[config.mk]
export PLATFORM = sky130hd
export DESIGN_NAME = hwpe_ctrl_uloop
export DESIGN_NICKNAME = d
export VERILOG_FILES = /design/src/rtl/hwpe_ctrl_package.sv /design/src/rtl/hwpe_ctrl_uloop_exec.sv /design/src/rtl/hwpe_ctrl_uloop.sv
export SDC_FILE = /design/constraint.sdc
export NUM_CORES = 2
export LEC_CHECK = 0
export CAP_MARGIN = 20
export CORE_AREA = 2 2 564 566
export CTS_CLUSTER_DIAMETER = 50
export DETAILED_ROUTE_END_ITERATION = 10
export DIE_AREA = 0 0 566 568
export DONT_BUFFER_PORTS = 1
export GPL_ROUTABILITY_DRIVEN = 1
export HOLD_SLACK_MARGIN = 0.12
export SLEW_MARGIN = 20
export SYNTH_ARGS = -nofsm -noshare
export SYNTH_HDL_FRONTEND = slang
export SYNTH_HIERARCHICAL = 1
export SYNTH_SLANG_ARGS = --single-unit
[constraint.sdc]
create_clock -name clk_i -period 11.2 [get_ports clk_i]
set_input_delay 2.24 -clock clk_i [delete_from_list [all_inputs] [get_ports clk_i]]
set_output_delay 2.24 -clock clk_i [all_outputs]
set_load 0.02 [all_outputs]
[src/rtl/hwpe_ctrl_package.sv]
// Shared definitions for the HWPE controller micro-loop sequencer.
// Contents: default sizing constants, the microcode word layout, op encodings
// and the sequencer FSM state type.
package hwpe_ctrl_package;

   localparam int unsigned UCODE_LENGTH    = 16;
   localparam int unsigned UCODE_NB_LOOPS  = 6;
   localparam int unsigned UCODE_NB_RO_REG = 28;
   localparam int unsigned UCODE_NB_REG    = 4;
   localparam int unsigned UCODE_REG_WIDTH = 32;
   localparam int unsigned UCODE_CNT_WIDTH = 16;

   // One index space covers both writable and read-only sources, so the
   // a and b fields share its width. An a value past the writable range is
   // a legal encoding and simply writes nothing.
   localparam int unsigned UCODE_SRC_W = $clog2(UCODE_NB_RO_REG + UCODE_NB_REG);

   localparam logic ULOOP_OP_MOV = 1'b0;
   localparam logic ULOOP_OP_ADD = 1'b1;

   typedef struct packed {
      logic                   op_sel;
      logic [UCODE_SRC_W-1:0] a;
      logic [UCODE_SRC_W-1:0] b;
   } uloop_code_t;

   typedef enum logic [1:0] {
      ULOOP_IDLE  = 2'd0,
      ULOOP_VALID = 2'd1,
      ULOOP_EXEC  = 2'd2,
      ULOOP_DONE  = 2'd3
   } uloop_state_e;

endpackage

[src/rtl/hwpe_ctrl_uloop_exec.sv]
// Offset register file plus MOV/ADD datapath for the micro-loop sequencer.
// Latency: one instruction per enabled cycle, and the result is visible next cycle.
// Backpressure: none. The caller withholds i_en while it is stalled.
// Ports: i_clk/i_rst_n clock and async reset, i_clear sync zeroing,
//        i_en execute i_code this cycle, i_ro read-only sources, o_regs file.
module hwpe_ctrl_uloop_exec
   import hwpe_ctrl_package::*;
#(
   parameter int unsigned NB_RO_REG = UCODE_NB_RO_REG,
   parameter int unsigned NB_REG    = UCODE_NB_REG,
   parameter int unsigned REG_WIDTH = UCODE_REG_WIDTH
) (
   input  logic                          i_clk,
   input  logic                          i_rst_n,
   input  logic                          i_clear,
   input  logic                          i_en,
   input  uloop_code_t                   i_code,
   input  logic [NB_RO_REG*REG_WIDTH-1:0] i_ro,
   output logic [NB_REG*REG_WIDTH-1:0]    o_regs
);

   logic [REG_WIDTH-1:0] r_regs [NB_REG];
   logic [REG_WIDTH-1:0] w_src;

   // The source space is the writable regs first, then the read-only inputs.
   // An index past both ranges reads zero.
   always_comb begin
      w_src = '0;
      for (int i = 0; i < NB_REG; i++) begin
         if (int'(i_code.b) == i) w_src = r_regs[i];
      end
      for (int i = 0; i < NB_RO_REG; i++) begin
         if (int'(i_code.b) == NB_REG + i) w_src = i_ro[i*REG_WIDTH +: REG_WIDTH];
      end
   end

   always_ff @(posedge i_clk or negedge i_rst_n) begin
      if (!i_rst_n) begin
         for (int i = 0; i < NB_REG; i++) r_regs[i] <= '0;
      end else if (i_clear) begin
         for (int i = 0; i < NB_REG; i++) r_regs[i] <= '0;
      end else if (i_en) begin
         // Only a destination inside the file matches. Any other a drops the write.
         for (int i = 0; i < NB_REG; i++) begin
            if (int'(i_code.a) == i) begin
               r_regs[i] <= (i_code.op_sel == ULOOP_OP_ADD) ? r_regs[i] + w_src : w_src;
            end
         end
      end
   end

   for (genvar g = 0; g < NB_REG; g++) begin : g_regs_out
      assign o_regs[g*REG_WIDTH +: REG_WIDTH] = r_regs[g];
   end

endmodule

[src/rtl/hwpe_ctrl_uloop.sv]
// Nested-loop microcode sequencer. It emits (idx, offs) tuples for streamer control.
// Latency: the first tuple comes 1 cycle after start. A tuple after a level-l step waits for nb_ops[l] EXEC cycles.
// Backpressure: valid/ready. A stalled tuple holds idx/offs and runs no ops.
// Ports: clk_i/rst_ni clock and async reset, clear_i sync clear, start_i/busy_o/done_o control,
//        range/loop_addr/loop_nb_ops/code/registers_read config, valid_o/ready_i/idx_o/offs_o/accum_o tuple.
module hwpe_ctrl_uloop
   import hwpe_ctrl_package::*;
#(
   parameter int unsigned LENGTH    = UCODE_LENGTH,
   parameter int unsigned NB_LOOPS  = UCODE_NB_LOOPS,
   parameter int unsigned NB_RO_REG = UCODE_NB_RO_REG,
   parameter int unsigned NB_REG    = UCODE_NB_REG,
   parameter int unsigned REG_WIDTH = UCODE_REG_WIDTH,
   parameter int unsigned CNT_WIDTH = UCODE_CNT_WIDTH
) (
   input  logic                                  clk_i,
   input  logic                                  rst_ni,
   input  logic                                  test_mode_i,
   input  logic                                  clear_i,
   input  logic                                  start_i,
   input  logic [$clog2(NB_LOOPS)-1:0]           accum_loop_i,
   input  logic [NB_LOOPS*CNT_WIDTH-1:0]         range_i,
   input  logic [NB_LOOPS*$clog2(LENGTH)-1:0]    loop_addr_i,
   input  logic [NB_LOOPS*$clog2(LENGTH+1)-1:0]  loop_nb_ops_i,
   input  uloop_code_t [LENGTH-1:0]              code_i,
   input  logic [NB_RO_REG*REG_WIDTH-1:0]        registers_read_i,
   output logic                                  valid_o,
   input  logic                                  ready_i,
   output logic [NB_LOOPS*CNT_WIDTH-1:0]         idx_o,
   output logic [NB_REG*REG_WIDTH-1:0]           offs_o,
   output logic                                  accum_o,
   output logic                                  busy_o,
   output logic                                  done_o
);

   localparam int unsigned LVL_W  = $clog2(NB_LOOPS);
   localparam int unsigned ADDR_W = $clog2(LENGTH);
   localparam int unsigned OPS_W  = $clog2(LENGTH+1);
   localparam int unsigned SUM_W  = ADDR_W + 2;

   uloop_state_e         r_state, w_state_nxt;
   logic [CNT_WIDTH-1:0] r_idx [NB_LOOPS];
   logic [OPS_W-1:0]     r_cnt;
   logic [LVL_W-1:0]     r_level;

   logic [CNT_WIDTH-1:0] w_last   [NB_LOOPS];
   logic [ADDR_W-1:0]    w_addr   [NB_LOOPS];
   logic [OPS_W-1:0]     w_nb_ops [NB_LOOPS];
   logic                 w_found;
   logic [LVL_W-1:0]     w_level;
   logic                 w_accum_ok;
   logic                 w_exec_en;
   logic                 w_regs_clr;
   logic                 w_hs;
   logic [SUM_W-1:0]     w_pc_sum;
   logic [ADDR_W-1:0]    w_pc;
   logic                 w_unused_test_mode;

   assign w_unused_test_mode = test_mode_i;

   // Split the flat config buses into arrays. A range of 0 counts as 1, so its last index is 0.
   for (genvar g = 0; g < NB_LOOPS; g++) begin : g_cfg
      assign w_last[g]   = (range_i[g*CNT_WIDTH +: CNT_WIDTH] == '0) ? '0
                         : range_i[g*CNT_WIDTH +: CNT_WIDTH] - CNT_WIDTH'(1);
      assign w_addr[g]   = loop_addr_i[g*ADDR_W +: ADDR_W];
      assign w_nb_ops[g] = loop_nb_ops_i[g*OPS_W +: OPS_W];
      assign idx_o[g*CNT_WIDTH +: CNT_WIDTH] = r_idx[g];
   end

   // Level finder: the innermost loop that still has iterations left.
   always_comb begin
      w_found = 1'b0;
      w_level = '0;
      for (int l = NB_LOOPS-1; l >= 0; l--) begin
         if (r_idx[l] < w_last[l]) begin
            w_found = 1'b1;
            w_level = LVL_W'(l);
         end
      end
   end

   // A tuple closes an accumulation when every loop below accum_loop_i is at its last index.
   always_comb begin
      w_accum_ok = 1'b1;
      for (int j = 0; j < NB_LOOPS; j++) begin
         if (j < int'(accum_loop_i) && r_idx[j] != w_last[j]) w_accum_ok = 1'b0;
      end
   end

   // The instruction address wraps within the microcode memory.
   // cnt < nb_ops <= LENGTH, so the sum is below 2*LENGTH and one subtraction suffices.
   assign w_pc_sum = SUM_W'(w_addr[r_level]) + SUM_W'(r_cnt);
   assign w_pc     = (w_pc_sum >= SUM_W'(LENGTH)) ? ADDR_W'(w_pc_sum - SUM_W'(LENGTH))
                                                  : ADDR_W'(w_pc_sum);

   assign w_hs    = (r_state == ULOOP_VALID) && ready_i;
   assign busy_o  = (r_state != ULOOP_IDLE);
   assign accum_o = valid_o && w_accum_ok;

   always_ff @(posedge clk_i or negedge rst_ni) begin
      if (!rst_ni) r_state <= ULOOP_IDLE;
      else         r_state <= w_state_nxt;
   end

   always_comb begin
      w_state_nxt = r_state;
      w_exec_en   = 1'b0;
      w_regs_clr  = 1'b0;
      valid_o     = 1'b0;
      done_o      = 1'b0;
      case (r_state)
         ULOOP_IDLE: begin
            if (start_i) begin
               w_state_nxt = ULOOP_VALID;
               w_regs_clr  = 1'b1;
            end
         end
         ULOOP_VALID: begin
            valid_o = 1'b1;
            if (ready_i) begin
               if (!w_found)                    w_state_nxt = ULOOP_DONE;
               else if (w_nb_ops[w_level] != '0) w_state_nxt = ULOOP_EXEC;
            end
         end
         ULOOP_EXEC: begin
            w_exec_en = 1'b1;
            if (r_cnt + OPS_W'(1) == w_nb_ops[r_level]) w_state_nxt = ULOOP_VALID;
         end
         ULOOP_DONE: begin
            done_o      = 1'b1;
            w_state_nxt = ULOOP_IDLE;
         end
         default: w_state_nxt = ULOOP_IDLE;
      endcase
      if (clear_i) begin
         w_state_nxt = ULOOP_IDLE;
         w_regs_clr  = 1'b1;
         w_exec_en   = 1'b0;
      end
   end

   always_ff @(posedge clk_i or negedge rst_ni) begin
      if (!rst_ni) begin
         for (int j = 0; j < NB_LOOPS; j++) r_idx[j] <= '0;
         r_cnt   <= '0;
         r_level <= '0;
      end else if (clear_i) begin
         for (int j = 0; j < NB_LOOPS; j++) r_idx[j] <= '0;
         r_cnt   <= '0;
         r_level <= '0;
      end else begin
         if (r_state == ULOOP_IDLE && start_i) begin
            for (int j = 0; j < NB_LOOPS; j++) r_idx[j] <= '0;
            r_cnt <= '0;
         end
         // The step is latched at the handshake, so EXEC and the next tuple see the new indices.
         if (w_hs && w_found) begin
            for (int j = 0; j < NB_LOOPS; j++) begin
               if (j < int'(w_level))       r_idx[j] <= '0;
               else if (j == int'(w_level)) r_idx[j] <= r_idx[j] + CNT_WIDTH'(1);
            end
            r_level <= w_level;
            r_cnt   <= '0;
         end
         if (r_state == ULOOP_EXEC) r_cnt <= r_cnt + OPS_W'(1);
      end
   end

   hwpe_ctrl_uloop_exec #(
      .NB_RO_REG (NB_RO_REG),
      .NB_REG    (NB_REG),
      .REG_WIDTH (REG_WIDTH)
   ) i_exec (
      .i_clk   (clk_i),
      .i_rst_n (rst_ni),
      .i_clear (w_regs_clr),
      .i_en    (w_exec_en),
      .i_code  (code_i[w_pc]),
      .i_ro    (registers_read_i),
      .o_regs  (offs_o)
   );

endmodule

# After elaboration in Yosys (flattened, before gate mapping)
# Cells that the tools add are included.
[op_classes]
n_mux = 113
n_bitwise = 2
n_addsub = 19
magnitude_cmp = 22
reduce_logical = 34
eq_ne = 53
[op_table]
columns = ["operator", "n"]
rows = [
  ["$mux 32", 40],
  ["$mux 16", 18],
  ["$mux 96", 3],
  ["$mux 128", 2],
  ["$add 32x32->32", 4],
  ["$add 16x1->16 const B", 6],
  ["$logic_not 16->1", 6],
  ["$lt 16x16->1", 6],
  ["$ne 16x16->1", 6],
  ["$sub 16x1->16 const B", 6],
  ["$eq 5x5->1 const B", 16],
  ["$bmux 11 s4", 1],
  ["$eq 5x3->1 const B", 8],
  ["$eq 5x4->1 const B", 8],
  ["$mux 5", 8],
  ["$bmux 5 s3", 2],
  ["$mux 3", 8],
  ["$mux 1", 19],
  ["$reduce_bool 2->1", 7],
  ["$bmux 4 s3", 1],
  ["$eq 3x3->1 const A", 4],
  ["$lt 1x3->1 const A", 4],
  ["$lt 2x3->1 const A", 4],
  ["$lt 3x3->1 const A", 4],
  ["other kinds (26)", 52],
]
[word_totals]
input_bits = 1231
out_inout_bits = 228
word_cells = 256
reg_bits = 234

# Depth between registers and ports, before layout
[depth]
ltp_word = 47
depth_mapped = 39

# Hierarchy
# The synthesis kept the hierarchy.
[by_module_without_submodules]
columns = ["mod", "area_per_inst_um2", "instances", "seq_area_each_um2", "cells_per_inst"]
rows = [
  ["hwpe_ctrl_uloop_exec", 18740.5, 1, 3203.1, 2443],
  ["hwpe_ctrl_uloop", 12000.3, 1, 2652.5, 1448],
]

# Worst setup path before layout
# Ideal clock, no wire load.
[synth_path]
kind = "input to register"
startpoint = "in loop_addr_i[12]"
endpoint = "reg i_exec.r_regs, in the netlist i_exec/o_regs[124]"
arrival_time_ps = 9995
setup_ps = 135
path_buffers = 4
setup_slack_ps = 1070
cell_stages = 33
path_cell_list = "mux4_2 nand2_1 o21ai_0 ha_1 clkbuf_1 buf_1 mux4_2 mux4_2 buf_2 buf_2 nor3b_1 nand2_2 o21ai_0 and3_1 a21oi_1 o22ai_1 a221o_1 o2111ai_1 a222oi_1 inv_1 ha_1 fa_1 a21o_1 a21o_1 a2111oi_2 o211ai_1 nand3_1 a21oi_1 nor3b_1 o21ai_1 a311o_1 a21oi_1 o31ai_1"
[synth_via]
elab_chain_cells = 46
word_cells_on_any_way = 81
[synth_lines]
columns = ["item", "line", "source"]
rows = [
  ["start, declared", "hwpe_ctrl_uloop.sv:23", "input logic [NB_LOOPS*$clog2(LENGTH)-1:0] loop_addr_i,"],
  ["$bmux 4 s3 (*)", "hwpe_ctrl_uloop.sv:92", "assign w_pc_sum = SUM_W'(w_addr[r_level]) + SUM_W'(r_cnt);"],
  ["$mux 4 (implied by the code) (*) (2 in a row)", "hwpe_ctrl_uloop.sv:92", ""],
  ["$add 4x5->6 (*)", "hwpe_ctrl_uloop.sv:92", ""],
  ["$ge 6x5->1 or $sub 4x1->4 (tied branches)", "hwpe_ctrl_uloop.sv:93", "assign w_pc = (w_pc_sum >= SUM_W'(LENGTH)) ? ADDR_W'(w_pc_sum - SUM_W'(LENGTH))"],
  ["$mux 4 (*)", "hwpe_ctrl_uloop.sv:93", ""],
  ["$bmux 11 s4 (*)", "hwpe_ctrl_uloop.sv:178", ".i_code (code_i[w_pc]),"],
  ["$mux 11 (implied by the code) (*)", "hwpe_ctrl_uloop.sv:178", ""],
  ["$logic_not 5->1", "hwpe_ctrl_uloop_exec.sv:30", "if (int'(i_code.b) == i) w_src = r_regs[i];"],
  ["$mux 32 (4 in a row)", "hwpe_ctrl_uloop_exec.sv:30", ""],
  ["$mux 32 (28 in a row)", "hwpe_ctrl_uloop_exec.sv:33", "if (int'(i_code.b) == NB_REG + i) w_src = i_ro[i*REG_WIDTH +: REG_WIDTH];"],
  ["$add 32x32->32", "hwpe_ctrl_uloop_exec.sv:46", "r_regs[i] <= (i_code.op_sel == ULOOP_OP_ADD) ? r_regs[i] + w_src : w_src;"],
  ["$mux 32", "hwpe_ctrl_uloop_exec.sv:46", ""],
  ["$mux 32", "hwpe_ctrl_uloop_exec.sv:45", "if (int'(i_code.a) == i) begin"],
  ["$mux 128", "hwpe_ctrl_uloop_exec.sv:42", "end else if (i_en) begin"],
  ["$mux 128", "hwpe_ctrl_uloop_exec.sv:40", "end else if (i_clear) begin"],
  ["end signal, assigned by index", "hwpe_ctrl_uloop_exec.sv:46", ""],
  ["end, declared", "hwpe_ctrl_uloop_exec.sv:22", "logic [REG_WIDTH-1:0] r_regs [NB_REG];"],
]
# Every way passes the cells marked *; elsewhere a longest branch is shown, timed or not. The select of a mux whose other input is x is not followed.
# A chain may end at the register's enable or synchronous reset.

# Worst setup path in the final report
[layout_path]
startpoint = "in loop_addr_i[8]"
endpoint = "reg i_exec.r_regs, in the netlist i_exec/o_regs[31]"
# The elaborated chain is that of the path after synthesis.

==> qor.csv <==
stage,metric,value,unit
global_route,first-pass GRT wire length,410500,um
die,row count,207,
timing,fmax,91.27,MHz
worst_setup_path,Most Frequent Cell on Critical Path,buf_4,
timing,Slew Limit Fails,0,
worst_setup_path,kind of critical path,in2reg,
drt,ANT nets after route,0,
worst_hold_path,hold crit path type,reg2reg,
drt,wire per inst,38.14,um
worst_setup_path,CP max stage delay,790,ps
timing,RSZ-0062 raised after global routing,no,
timing,min cycle time layout,10960,ps
logic_synthesis,Synth Net Count,5398,
clock_network,H-tree depth,2,
global_route,global route total overflow,0,
die,Die Width,566,um
global_route,largest net degree at the start of global routing,235,
clock_network,"Reg clk slew, reported paths",60,ps
clock_network,CTS tree,done,
worst_setup_path,Worst setup SP type,input port,
worst_setup_path,critical path arrival,11430,ps
die,Initial Utilization,0.09721,
drt,TritonRoute pass-1 iters,6,
die,I/O pin count,1459,
final_layout,Area Overhead vs Synth,36.24,%
timing,Final Cycle Share,0.9782,
power,share of total power in the clock network,0.147,
logic_synthesis,syn_area_per_cell,7.900,um^2
die,Die ar.,0.3215,mm^2
clock_network,worst-skew pair later-pin latency,630,ps
clock_network,post-CTS setup buffer count,0,
final_layout,Final nets,5761,
drt,Vias,38920,
power,maximum VDD drop,0.0001320,V
placement,routability cong.,1.081,
final_layout,most frequent cells in the layout,"buf_4 (492), nand2_1 (454), a21oi_1 (371), nor2_1 (317), ha_1 (270)",
logic_synthesis,number of enable flip-flop cells after synthesis,0,
power,PwrDens,237.3,mW/mm^2
power,P_sw,5.327,mW
power,Pwr Total,9.938,mW
die,Die Ht,568,um
worst_setup_path,Setup crit end kind,register,
global_route,initial antenna violation count,232,
drt,drt via density,4.496,
logic_synthesis,Synth async-reset ratio,1.000,
power,Net Sw Frac,0.5360,
drt,First DRT Iteration DRCs,5274,
job,total of max-cap violations,0,
timing,setup TNS,0,ps
global_route,vias in the first global route,35460,
logic_synthesis,synth warn,6,
placement,Place WS,-310.3,ps
final_layout,"commonest non-fill, non-tap cell in the layout",buf_4,
power,Lkg Pwr,16.75,nW
logic_synthesis,sequential cell area fraction in the yosys report,0.1905,
drt,final WL,330100,um
power,internal power,4.611,mW
logic_synthesis,Post-synth top flop,dfrtp_1,
placement,Final HPWL DP,284200,um
clock_network,Sink Count,234,
timing,Final Hold Viols,0,
final_layout,share of layout cells above drive strength 1,0.1935,
logic_synthesis,"Cell Area, Synth",0.03074,mm^2
placement,I/O Buffers,0,
timing,clk_skew,39.44,ps
power,Comb power frac,0.764,
global_route,gr usage total,0.1966,
run_status,status,finished clean,
logic_synthesis,Yosys reg bits,234,
die,core area,0.3162,mm^2
logic_synthesis,Post-Syn Instances,3891,
timing,final setup margin,243.9,ps
worst_setup_path,CP max FO,32,
logic_synthesis,Netlist cell types,95,
drt,DRC errors left,0,
power,part of the power in registers,0.089,
clock_network,Max clock buf depth,3,
timing,Worst slew margin,0.2446,
timing,final setup violation count,0,
final_layout,"Core Util, Final",0.1324,
clock_network,CTS Buf Count,44,
worst_setup_path,Critical-path top delay cell,nor4_2,
worst_setup_path,"Req. time, crit path",11680,ps
clock_network,clk root buf,clkbuf_16,
timing,Least-Margin Pin Slew,1133,ps
## power by group through the flow
stage / clock network [mW] / registers, mW / logic [mW]
6_report: 1.46 / 0.884 / 7.59
3_3_place_gp: 0 / 0.899 / 7.30
5_1_grt: 1.52 / 0.886 / 7.90
2_1_floorplan: 0 / 0.882 / 3.35
4_1_cts: 1.49 / 0.885 / 7.34
3_5_place_dp: 0 / 0.899 / 7.29
## worst paths after layout
path / cells past startpoint / slack [ps] / to / startpoint
max reg2reg: 34 / 880 / i_exec/o_regs[31] / r_level[0]
min: 2 / 510 / r_cnt[4] / r_cnt[4]
min in group asynchronous: 0 / 1340 / idx_o[63] / rst_ni
min reg2reg: 2 / 510 / r_cnt[4] / r_cnt[4]
max: 34 / 240 / i_exec/o_regs[31] / loop_addr_i[8]
max in group asynchronous: 0 / 9400 / i_exec/o_regs[95] / rst_ni
## cell families (layout without fill, tap and decap cells)
logic type                 after synthesis  after routing  synth area share
other                                    0            187                 0
DFF                                    234            234            0.1905
adders and majority gates              276            276            0.1136
buffers and inverters                  285            683           0.04095
xor gates and xnor gates               200            200           0.05698
muxes                                  142            142           0.08592
and+or+nand+nor                       1350           1350            0.2075
AOI/OAI and AO/OA                     1404           1404            0.3046
## synthesized netlist by cell type (19+ instances only)
library cell | instances | share of area
a211oi_1 | 28 | 0.0068
a21o_1 | 72 | 0.018
a21oi_1 | 378 | 0.062
a221o_1 | 22 | 0.0072
a221oi_1 | 46 | 0.013
a222oi_1 | 38 | 0.012
a22o_1 | 27 | 0.0077
a22oi_1 | 197 | 0.048
a311oi_1 | 19 | 0.0054
a31oi_1 | 50 | 0.010
and2_1 | 31 | 0.0063
and3_1 | 64 | 0.013
buf_2 | 70 | 0.011
clkbuf_1 | 112 | 0.014
dfrtp_1 | 234 | 0.19
ha_1 | 271 | 0.11
inv_1 | 65 | 0.0079
mux2i_1 | 31 | 0.010
mux4_2 | 96 | 0.070
nand2_1 | 455 | 0.056
nand2b_1 | 39 | 0.0079
nand3_1 | 115 | 0.019
nand4_1 | 56 | 0.011
nor2_1 | 335 | 0.041
nor2b_1 | 26 | 0.0053
nor3_1 | 87 | 0.014
nor4_1 | 27 | 0.0055
o211ai_1 | 30 | 0.0073
o21a_1 | 25 | 0.0061
o21ai_0 | 252 | 0.041
o21ai_1 | 20 | 0.0033
o221ai_1 | 27 | 0.0077
o22ai_1 | 27 | 0.0055
or3_1 | 23 | 0.0047
xnor2_1 | 98 | 0.028
xor2_1 | 102 | 0.029
## metal layers
metal  global-route usage  vias up  part of all wire
li1                     -    15980                 -
met1               0.1937    19150              0.33
met2               0.3233     2892              0.47
met3              0.07664      832              0.10
met4               0.1719       66             0.099
met5             0.001190        -            0.0015
## stage by stage
stage,std cells,instance area [um^2],hold WS (ps)
after floorplan,3891,30740,469.2
after global placement,8386,39820,483.4
after detailed placement,8387,39830,500.0
after CTS,8468,41400,513.6
after global routing,8580,41690,553.6
final,8656,41880,513.6
## critical path, delay by kind of cell
family | cells | cell delay, ps
compound gates | 12 | 2440
buf+inv | 8 | 1570
fa+ha+maj | 3 | 1180
mux | 3 | 1500
simple gates | 8 | 2400
## flip-flops by register name, indices dropped and copies added (netlist names)
name and flops:
i_exec/o_regs 128, idx_o 96, r_cnt 5, r_level 3
r_state 2
## repair_timing
action                                  4_1_cts  5_1_grt
resized for setup                             0        2
endpoints found under the setup margin        0        4
hold buffers                                  0        0
## cell type report
type                       instances  area (um^2)
fill                           36430       274400
tap                             4180         5230
timing repair buffer             536         4574
inverter                          66        247.7
clock buffer                      57         1200
sequential                       234         5856
antenna                          187        467.9
multi-input combinational       3372        23940
clock inverter                    24        367.9
No activity file was read; power rests on OpenSTA's default activity.
